## src/rtl/dmem_arbiter.sv

```systemverilog
// Two-port data-memory arbiter: the core (C) has priority, and a starvation guard lets
// the DMA/debug port (D) win. The winning command is registered onto the DMEM bus.
module dmem_arbiter #(
  parameter int ADDR_W       = 32,
  parameter int DATA_W       = 32,
  parameter int STARVE_LIMIT = 4,
  localparam int BE_W        = DATA_W / 8
) (
  input  logic              clk,
  input  logic              rst,
  input  logic              c_req,
  input  logic              c_we,
  input  logic [ADDR_W-1:0] c_addr,
  input  logic [DATA_W-1:0] c_wdata,
  input  logic [BE_W-1:0]   c_be,
  input  logic              d_req,
  input  logic              d_we,
  input  logic [ADDR_W-1:0] d_addr,
  input  logic [DATA_W-1:0] d_wdata,
  input  logic [BE_W-1:0]   d_be,
  output logic              c_gnt,
  output logic              d_gnt,
  output logic              c_rvalid,
  output logic              d_rvalid,
  output logic [DATA_W-1:0] c_rdata,
  output logic [DATA_W-1:0] d_rdata,
  output logic              core_stall,
  output logic              dmem_en,
  output logic              dmem_we,
  output logic [ADDR_W-1:0] dmem_addr,
  output logic [DATA_W-1:0] dmem_wdata,
  output logic [BE_W-1:0]   dmem_be,
  input  logic [DATA_W-1:0] dmem_rdata
);

  localparam logic [3:0] LIMIT = 4'(STARVE_LIMIT);

  logic [3:0] starve_cnt;
  logic       d_starved;
  logic       c_hs;
  logic       d_hs;
  logic       c_rd_pend;
  logic       d_rd_pend;

  // D only overrides C once it has lost STARVE_LIMIT consecutive cycles.
  always_comb begin
    d_starved  = (starve_cnt == LIMIT);
    c_gnt      = 1'b0;
    d_gnt      = 1'b0;
    if (!rst) begin
      c_gnt = c_req & ~(d_req & d_starved);
      d_gnt = d_req & (~c_req | d_starved);
    end
    c_hs       = c_req & c_gnt;
    d_hs       = d_req & d_gnt;
    core_stall = c_req & ~c_gnt;
  end

  always_ff @(posedge clk) begin
    if (rst) begin
      starve_cnt <= '0;
    end else if (d_req && !d_gnt) begin
      if (starve_cnt != LIMIT) begin
        starve_cnt <= starve_cnt + 4'd1;
      end
    end else begin
      starve_cnt <= '0;
    end
  end

  // Address/data/byte enables hold when idle; only en and we drop.
  always_ff @(posedge clk) begin
    if (rst) begin
      dmem_en    <= 1'b0;
      dmem_we    <= 1'b0;
      dmem_addr  <= '0;
      dmem_wdata <= '0;
      dmem_be    <= '0;
    end else begin
      dmem_en <= c_hs | d_hs;
      dmem_we <= 1'b0;
      if (c_hs) begin
        dmem_we    <= c_we;
        dmem_addr  <= c_addr;
        dmem_wdata <= c_wdata;
        dmem_be    <= c_be;
      end else if (d_hs) begin
        dmem_we    <= d_we;
        dmem_addr  <= d_addr;
        dmem_wdata <= d_wdata;
        dmem_be    <= d_be;
      end
    end
  end

  // Read owner travels alongside dmem_en, then becomes rvalid when the data returns.
  always_ff @(posedge clk) begin
    if (rst) begin
      c_rd_pend <= 1'b0;
      d_rd_pend <= 1'b0;
      c_rvalid  <= 1'b0;
      d_rvalid  <= 1'b0;
    end else begin
      c_rd_pend <= c_hs & ~c_we;
      d_rd_pend <= d_hs & ~d_we;
      c_rvalid  <= c_rd_pend;
      d_rvalid  <= d_rd_pend;
    end
  end

  assign c_rdata = dmem_rdata;
  assign d_rdata = dmem_rdata;

endmodule

```

## config.mk

```make
export PLATFORM = sky130hd
export DESIGN_NAME = dmem_arbiter
export DESIGN_NICKNAME = d
export VERILOG_FILES = /design/src/rtl/dmem_arbiter.sv
export SDC_FILE = /design/constraint.sdc
export NUM_CORES = 1
export LEC_CHECK = 0
export ABC_CLOCK_PERIOD_IN_PS = 3300
export CORE_MARGIN = 10
export CORE_UTILIZATION = 37
export CTS_CLUSTER_SIZE = 28
export DETAILED_ROUTE_END_ITERATION = 7
export PLACE_DENSITY = 0.91
export SYNTH_ARGS = -nofsm -noshare
export SYNTH_HDL_FRONTEND = slang
export SYNTH_SLANG_ARGS = --single-unit
```

## constraint.sdc

```tcl
create_clock -name clk -period 3.3 [get_ports clk]
set_input_delay 0.66 -clock clk [delete_from_list [all_inputs] [get_ports clk]]
set_output_delay 0.66 -clock clk [all_outputs]
set_load 0.005 [all_outputs]
```

==> results by group <==
Logic synthesis
  • Share of synthesized area occupied by flip-flops and latches: 36.93%
  • Synthesized area per cell: around 8.6 sq um
  • Cells after Synth: 491
  • Count of warnings emitted by yosys: 0
  • Count of different cell masters after synthesis: 29
  • Cell area after synthesis: 4228 sq um
  • Number of register bits inferred by synthesis: 78
  • Net count of the mapped netlist: 667

Timing
  • Final-report setup violation count: 0
  • Final worst path period share: 88.67%
  • Tmin final: 2.926 ns
  • Worst-margin pin slew: ~0.80 ns
  • Worst-case setup margin in the final layout: about 0.37 ns
  • Setup TNS after final layout: 0 ns
  • Unrepaired setup endpoints after global routing: no
  • Endpoints failing hold: 0
  • Maximum clock frequency: about 0.34 GHz
  • Final Max Slew Viols: 0
  • Setup Skew: 0.005017 ns
  • Worst slew margin relative to its limit: between 40% and 50%

Power and ir drop
  • Reported net switching power: between 0.0006 and 0.0007 W
  • Switching Share: 24.07%
  • Reg power frac: 40.9%
  • Power density cells: 427.4 nW/um^2
  • Combinational share of power: 23.1%
  • Leakage power total: 2.145 nW
  • Peak VDD IR: 0.2609 mV
  • Part of the total power dissipated in the clock network: between 30% and 40%
  • Int Pwr: 0.002009 W

Drt
  • DRC viols: 0
  • Vias after detailed routing: 4,175
  • Routed wire per std cell: 20.13 um
  • 1st-pass router iterations: 4
  • Via/cell ratio: 5.515
  • Starting DRC count in detailed routing: 242
  • Drt total wl: ~15 mm
  • Remaining antenna violation count after routing: 0

Clock tree
  • Hold buffers post-CTS: 0
  • Post-CTS resize count: 0
  • Number of buffers inserted by post-CTS setup repair: 0
  • Skew-Pair Late Insertion Delay: ~0.33 ns
  • CTS tree: yes
  • Maximum number of buffers from clock root to sink: 2
  • H-tree lvl count: 3
  • CTS sink count: 78
  • Clock transition time at the flip-flop clock pins of the worst setup and hold paths: 0.05 ns
  • CTS Root Cell: sky130_fd_sc_hd__clkbuf_16
  • Cts bufs inserted: 9

Setup path
  • Kind of cell with the highest combined delay on the critical path: buffers and inverters
  • WP data arrival: 2.27 ns
  • Max stage delay on crit path: 0.64 ns
  • CP Data Required Time: ~2.6 ns
  • Endpoint class of the critical path: output pin
  • CP bufs+invs: 2
  • Sort of element at the start of the critical path: primary input
  • Sequence of cells on the critical path: clkdlybuf4s50_1 > nand2b_1 > a21oi_1 > clkdlybuf4s50_1
  • WS Path Type: primary input to output pin
  • Most prevalent standard cell on the critical path: sky130_fd_sc_hd__clkdlybuf4s50_1
  • Cell with the biggest individual delay on the critical path: sky130_fd_sc_hd__clkdlybuf4s50_1
  • CP Max Fanout: 5

Placement
  • IO Port Bufs: around 220
  • Hpwl dp: 11.13 mm
  • Routability-driven placement congestion ratio: 0.8420
  • Post-placement worst setup slack: 0.3708 ns
  • Placed Cells: 744

Floorplan
  • Floorplan core area: 11,030 sq um
  • Cell Rows: 38
  • Chip Width: 126.9 um
  • Number of top-level pins: between 300 and 400
  • Overall die area: 16,100 sq um
  • Height of the chip: 126.9 um
  • Initial Util: between 30% and 40%

Status
  • Result of the run: finished, final reports clean

Final layout
  • Synth-to-Final Area Change: 46.43%
  • Ratio of cells with drive above 1 in the final layout: under 10%
  • Post-route non-filler standard cell count: 757
  • Final nets: 791
  • Share of the core filled with cells: a little under three fifths
  • Most frequent standard cell in the layout excluding fill and tap cells: sky130_fd_sc_hd__clkdlybuf4s50_1
  • Ant. Diodes: 0
  • Commonest cells after routing, fill and taps aside: sky130_fd_sc_hd__clkdlybuf4s50_1, sky130_fd_sc_hd__dfxtp_1, sky130_fd_sc_hd__nand3b_1, sky130_fd_sc_hd__nand3_1

Global routing
  • Antenna violations before repair: 1
  • Total grt overflow: 0
  • Global-route usage over all layers: 17.90%
  • Number of global-route vias before repair: 4,252
  • Wire length of the first global-routing pass: ~23 mm
  • Maximum number of pins on one net before global-route repair: 71

Job
  • Number of max-capacitance violations reported: 0

Worst hold path
  • Class of the tightest hold or removal check: register to register
==> flip-flops by register name, indices dropped and copies added (netlist names) <==
register and cells:
dmem_addr 32, dmem_wdata 32, dmem_be 4, starve_cnt 4
c_rd_pend 1, c_rvalid 1, d_rd_pend 1, d_rvalid 1
dmem_en 1, dmem_we 1
==> layout make-up <==
class / instances / area [sq um]
multi-input cells: 298 / 1948
well taps: 140 / 175.2
flip-flops and latches: 78 / 1562
inverters: 5 / 18.77
fillers: 979 / 4840
clock buffers: 11 / 242.7
clock inverters: 2 / 35.03
repair buffers: 223 / 2210
==> cells by family after synthesis <==
| family | after synthesis | share of synthesized area, % |
|---|---|---|
| flops | 78 | 36.93 |
| buf+inv | 115 | 17.55 |
| mux | 1 | 0.2368 |
| compound gates | 71 | 13.61 |
| fa+ha+maj | 2 | 0.5918 |
| xor+xnor | 1 | 0.2072 |
| simple gates | 223 | 30.87 |
==> per-stage QoR <==
| stage | power [W] | instance area (sq um) | hold WS, ns |
|---|---|---|---|
| 2_1_floorplan | 0.001371 | 4228 | 0.4138 |
| 3_3_place_gp | 0.001698 | 5913 | 0.4241 |
| 3_5_place_dp | 0.001719 | 5913 | 0.4254 |
| 4_1_cts | 0.002690 | 6191 | 0.4393 |
| 5_1_grt | 0.002790 | 6191 | 0.4516 |
| 6_report | 0.002646 | 6191 | 0.4359 |
==> layer usage <==
metal	global-route usage [%]	share of wire [%]	vias up
met1	19.68	38	1949
li1	-	-	1922
met3	6.997	10	64
met5	0	0.085	-
met2	28.68	48	238
met4	10.72	4.5	2
==> cells in the mapped netlist <==
master                     count  area [sq um]
sky130_fd_sc_hd__o211ai_1     52         390.4
sky130_fd_sc_hd__nor2b_1       4         25.02
sky130_fd_sc_hd__o21bai_2      1         11.26
sky130_fd_sc_hd__nor3_1       16         80.08
sky130_fd_sc_hd__clkbuf_1     19         71.32
sky130_fd_sc_hd__inv_2         2         7.510
sky130_fd_sc_hd__buf_4        71         533.0
sky130_fd_sc_hd__a21oi_1       1         5.000
sky130_fd_sc_hd__xnor2_1       1         8.760
sky130_fd_sc_hd__nand2_1      52         195.2
sky130_fd_sc_hd__mux2i_1       1         10.01
sky130_fd_sc_hd__ha_1          2         25.02
sky130_fd_sc_hd__buf_2        17         85.08
sky130_fd_sc_hd__a22o_1        1         8.760
sky130_fd_sc_hd__dfxtp_1      78          1562
sky130_fd_sc_hd__nand4b_1      1         8.760
sky130_fd_sc_hd__a211oi_2      8         100.1
sky130_fd_sc_hd__a211oi_1      8         60.06
sky130_fd_sc_hd__nor2_1       22         82.58
sky130_fd_sc_hd__nand2b_1      2         12.51
sky130_fd_sc_hd__nand3b_1     53         397.9
sky130_fd_sc_hd__nor4_2       16         200.2
sky130_fd_sc_hd__and4b_1       1         10.01
sky130_fd_sc_hd__nand2_2       1         6.260
sky130_fd_sc_hd__buf_6         3         33.78
sky130_fd_sc_hd__and2_1        1         6.260
sky130_fd_sc_hd__inv_1         3         11.26
sky130_fd_sc_hd__nand4b_2      1         15.01
sky130_fd_sc_hd__nand3_1      53         265.3
==> path summary, 6_finish.rpt <==
check / endpoint / cells past startpoint / slack, ns / startpoint
worst max-delay path: d_gnt / 4 / 0.37 / d_req
worst min-delay path: c_rvalid / 1 / 0.44 / c_rd_pend
worst max register to register: dmem_addr[6] / 6 / 1.29 / starve_cnt[0]
worst min register to register: c_rvalid / 1 / 0.44 / c_rd_pend
==> power groups by stage <==
stage	Combinational [W]	Sequential (W)	Clock (W)
3_5_place_dp	0.000617	0.00110	0
4_1_cts	0.000621	0.00108	0.000987
2_1_floorplan	0.000267	0.00110	0
5_1_grt	0.000659	0.00109	0.00104
3_3_place_gp	0.000603	0.00109	0
6_report	0.000612	0.00108	0.000951
Note: power is estimated with default switching activity, not from simulation.
==> RTL change 1 (same settings) <==
Change the parameter `DATA_W` from 32 to 16.
--- a/src/rtl/dmem_arbiter.sv
+++ b/src/rtl/dmem_arbiter.sv
@@ -2,7 +2,7 @@
 // the DMA/debug port (D) win. The winning command is registered onto the DMEM bus.
 module dmem_arbiter #(
   parameter int ADDR_W       = 32,
-  parameter int DATA_W       = 32,
+  parameter int DATA_W       = 16,
   parameter int STARVE_LIMIT = 4,
   localparam int BE_W        = DATA_W / 8
 ) (
Interface: changed (9 resized); port bits go from 313 to 211. The function was not compared with the original's and may differ.
==> RTL change 1 against the unedited design <==
Cell area is 25% lower; sequential share of layout area rose by 0.54 points; first-iteration DRC count shrank 57%; routed wire length is 30% lower; synthesized area is 28% lower; setup slack improved by 0.014 ns; total power decreased by 21%; clock power fell by 14%; sequential cell count decreased by 18; critical path type unchanged; largest power group unchanged; highest routed layer is now met4.
==> RTL change 1: results (changes against the unedited design) <==
metric	value	unit	change
outcome	finished clean		
met3_usage	6.76	%	-0.23 points
relSlewSlack	40.8	%	-5.5 points
finClkSkew	0.00692	ns	+0.00190 ns
use_met1	17.6	%	-2.1 points
num-nets-final	593		-25%
ys_types	30		+3.4%
crit_arrival	2.25	ns	-0.02 ns
wl_per_cell	18.4	µm	-8.4%
dp.cells	563		-24%
dr_wl_met2	5.30	mm	-27%
port-buffer-count	162		-25%
syn-num-nets	481		-28%
hpwl	7.75	mm	-30%
yosysSeqAreaShare	39.4	%	+2.5 points
top_layer	met4		
globalRouteMet2Util	29.2	%	+0.53 points
grt_pass1_wl	17.3	mm	-26%
drive_gt1_share	6.75	%	-1.4 points
ir_drop	0.230	mV	-12%
post-place-ws	0.385	ns	+0.0143 ns
synthTopCellsByArea	dfxtp_1 39%, buf_4 9.1%, nand3b_1 8.6%, o211ai_1 8.4%, nand3_1 5.7%		
swShare	22.7	%	-1.3 points
wirelength_met1	4.23	mm	-26%
routed_wl	10.7	mm	-30%
synth_cells	357		-27%
max_stage_delay	0.60	ns	-0.04 ns
fillCellCount	730		-25%
biggestRegsByFlops	dmem_addr: 32 flops, dmem_wdata: 16 flops, starve_cnt: 4 flops		
grt_max_degree	52		-27%
clk_pin_slew	0.07	ns	+0.02 ns
place.gp.congestion	0.844		+0.19%
==> RTL change 1: cell count changes after synthesis, moves of 3 or more <==
cell	change
nand3b_1	-18
nor4_1	+10
a211oi_1	+8
a211oi_2	-8
nand3_1	-18
nor4_2	-10
dfxtp_1	-18
nand2_1	-17
buf_2	-3
o211ai_1	-18
buf_4	-34
clkbuf_1	-6
==> RTL change 1: logic make-up (layout without fill, tap and decap cells) <==
| group | after synthesis | after routing | synth area share [%] |
|---|---|---|---|
| compound gates | 53 | 53 | 13.4 |
| xor+xnor | 1 | 1 | 0.287 |
| fa+ha+maj | 2 | 2 | 0.821 |
| buf+inv | 71 | 188 | 14.7 |
| flops | 60 | 60 | 39.4 |
| mux | 1 | 1 | 0.328 |
| simple gates | 169 | 169 | 31.1 |
==> RTL change 1: area by class of cell <==
| class | count | area (µm²) | area share, % |
|---|---|---|---|
| Tap cell | 105 | 131 | 2.82 |
| Clock inverter | 4 | 95.1 | 2.04 |
| Multi-Input combinational cell | 226 | 1410 | 30.2 |
| Sequential cell | 60 | 1200 | 25.8 |
| Timing Repair Buffer | 167 | 1650 | 35.5 |
| Inverter | 5 | 18.8 | 0.402 |
| Clock buffer | 12 | 155 | 3.33 |
==> RTL change 1: power by group through the flow <==
| stage | Sequential, mW | Clock (mW) | Combinational [mW] |
|---|---|---|---|
| after detailed placement | 0.841 | 0 | 0.446 |
| final | 0.825 | 0.817 | 0.444 |
| after global routing | 0.831 | 0.876 | 0.480 |
| after floorplan | 0.843 | 0 | 0.177 |
| after global placement | 0.836 | 0 | 0.438 |
| after CTS | 0.824 | 0.847 | 0.450 |
==> RTL change 1: worst paths after layout <==
path	to	slack, ns
setup / recovery	d_gnt	0.39
hold / removal	c_rvalid	0.44
setup reg to reg	dmem_be[1]	1.48
hold reg to reg	c_rvalid	0.44
==> RTL change 2 (same flow settings) <==
Without the edit above. Reset style: asynchronous (`rst`), changed in 3 clocked blocks.
--- a/src/rtl/dmem_arbiter.sv
+++ b/src/rtl/dmem_arbiter.sv
@@ -56,7 +56,7 @@
     core_stall = c_req & ~c_gnt;
   end
 
-  always_ff @(posedge clk) begin
+  always_ff @(posedge clk or posedge rst) begin
     if (rst) begin
       starve_cnt <= '0;
     end else if (d_req && !d_gnt) begin
@@ -69,7 +69,7 @@
   end
 
   // Address/data/byte enables hold when idle; only en and we drop.
-  always_ff @(posedge clk) begin
+  always_ff @(posedge clk or posedge rst) begin
     if (rst) begin
       dmem_en    <= 1'b0;
       dmem_we    <= 1'b0;
@@ -94,7 +94,7 @@
   end
 
   // Read owner travels alongside dmem_en, then becomes rvalid when the data returns.
-  always_ff @(posedge clk) begin
+  always_ff @(posedge clk or posedge rst) begin
     if (rst) begin
       c_rd_pend <= 1'b0;
       d_rd_pend <= 1'b0;
Check against the original RTL: differs if rst is asserted again (counterexample within 4 cycles, from zero or initial values and one cycle with rst high); with rst held inactive, the same outputs for 10 cycles.
==> RTL change 2 against the unedited design <==
Sequential power is 6% higher; synthesized area rose by 11%; cell area increased by 9.2%; combinational power increased by 35%; core utilization is 2.1 points lower; sequential cell count unchanged; clock power is 6% higher; critical path depth is the same; first-iteration DRC count rose by 16%; setup slack improved by 0.0062 ns; routed wire length down 1.7%; total power up 13%; largest cell class unchanged; largest power group unchanged.
==> RTL change 2: results (changes against the unedited design) <==
metric	value	unit	change
hpwl	10.7	mm	-3.7%
max_stage_delay	0.58	ns	-0.06 ns
async_flop_share	100	%	+100 points
ctsRootBufferMaster	clkbuf_16		
dp.cells	778		+4.6%
cp_slowest_cell	clkdlybuf4s50_1		
wl_per_cell	18.9	µm	-6.3%
first_global_vias	4299		+1.1%
num-nets-final	793		+0.25%
cts_buffers	9		unchanged
worst_slack	0.380	ns	+0.00624 ns
place_area	6460	µm²	+9.2%
yosys_most_used_dff	dfrtp_1		
drive_gt1_share	15.8	%	+7.7 points
synthTopCellsByArea	dfrtp_1 42%, o211ai_2 18%, nand2_1 11%, buf_4 11%, nand4_1 9.0%		
min_from	d_rd_pend		
routed_wl	15.0	mm	-1.7%
initialDrtViolationCount	281		+16%
r2r_end	dmem_wdata[23]		
place.gp.congestion	0.738		-12%
ys_top_cells_by_count	136 x nand2_1, 78 x dfrtp_1, 68 x nand4_1, 68 x o211ai_2, 67 x buf_4		
p_leak	2.84	nW	+32%
outcome	finished clean		
clk_pin_slew	0.05	ns	about the same
worst-path-max-fanout	7		+2
yosysSeqAreaShare	41.5	%	+4.6 points
post-place-ws	0.389	ns	+0.0185 ns
syn-mean-instance-area	9.64	µm²	+12%
grt_max_degree	147		+110%
r2r_slack	1.38	ns	+0.09 ns
ir_drop	0.184	mV	-30%
syn-num-nets	664		-0.45%
tightest_slew	0.771	ns	-0.0342 ns
ys_types	31		+6.9%
vias	4132		-1.0%
hold_depth	0		-1
r2r-start	starve_cnt[0]		
hold_slack	0.347	ns	-0.0893 ns
antenna_found_initial	0		-1
grt_pass1_wl	23.9	mm	+2.1%
cts_setup_buffers	0		unchanged
hold_end	d_rvalid		
cp-endpoint	d_gnt		
crit_start	rst		
grt_use_total	16.7	%	-1.2 points
finClkSkew	0.00736	ns	+0.00235 ns
[RTL change 2: changes by cell type after synthesis, moves of 10 or more]
cell	before	now
nand3b_1	53	1
dfrtp_1	0	78
nor2_1	22	2
nand3_1	53	3
nand2_1	52	136
o211ai_2	0	68
o211ai_1	52	1
nor4_2	16	0
nand4_1	0	68
dfxtp_1	78	0
nor3_1	16	0
buf_2	17	7
[RTL change 2: cells by family (layout without fill, tap and decap cells)]
group | after synthesis | in the layout | synth area share, %
AO/OA/AOI/OAI | 75 | 75 | 19.2
AND/OR/NAND/NOR | 219 | 219 | 22.1
adder cells (fa/ha/maj) | 2 | 2 | 0.532
buffers and inverters | 112 | 246 | 16.2
flip-flops | 78 | 78 | 41.5
XOR/XNOR | 2 | 2 | 0.373
[RTL change 2: cell type report]
class                           count  area, µm²
Inverter                            4       17.5
Tap cell                          172        215
Fill cell                        1101       5760
Clock buffer                       13        260
Timing Repair Buffer              226       2270
Clock inverter                      3       42.5
Sequential cell                    78       1950
Multi-Input combinational cell    298       2000
[RTL change 2: critical path, delay by kind of cell]
family	cells	cell delay, ns
AOI/OAI and AO/OA	1	0.23
buffers and inverters	2	1.15
and+or+nand+nor	1	0.22
[RTL change 2: layer usage]
| metal | wire [µm] | up-vias | track usage (%) |
|---|---|---|---|
| met1 | 6020 | 1954 | 19.3 |
| met5 | 0 | - | 0 |
| li1 | - | 1917 | - |
| met2 | 7160 | 214 | 26.7 |
| met3 | 1280 | 47 | 5.90 |
| met4 | 517 | 0 | 8.37 |
[RTL change 2: power by group]
group	leakage, nW	internal, mW	total [mW]	switching, mW
combinational	1.75	0.493	0.826	0.333
sequential	0.940	1.08	1.15	0.0716
clock	0.146	0.627	1.01	0.388
total	2.84	2.20	2.99	0.792
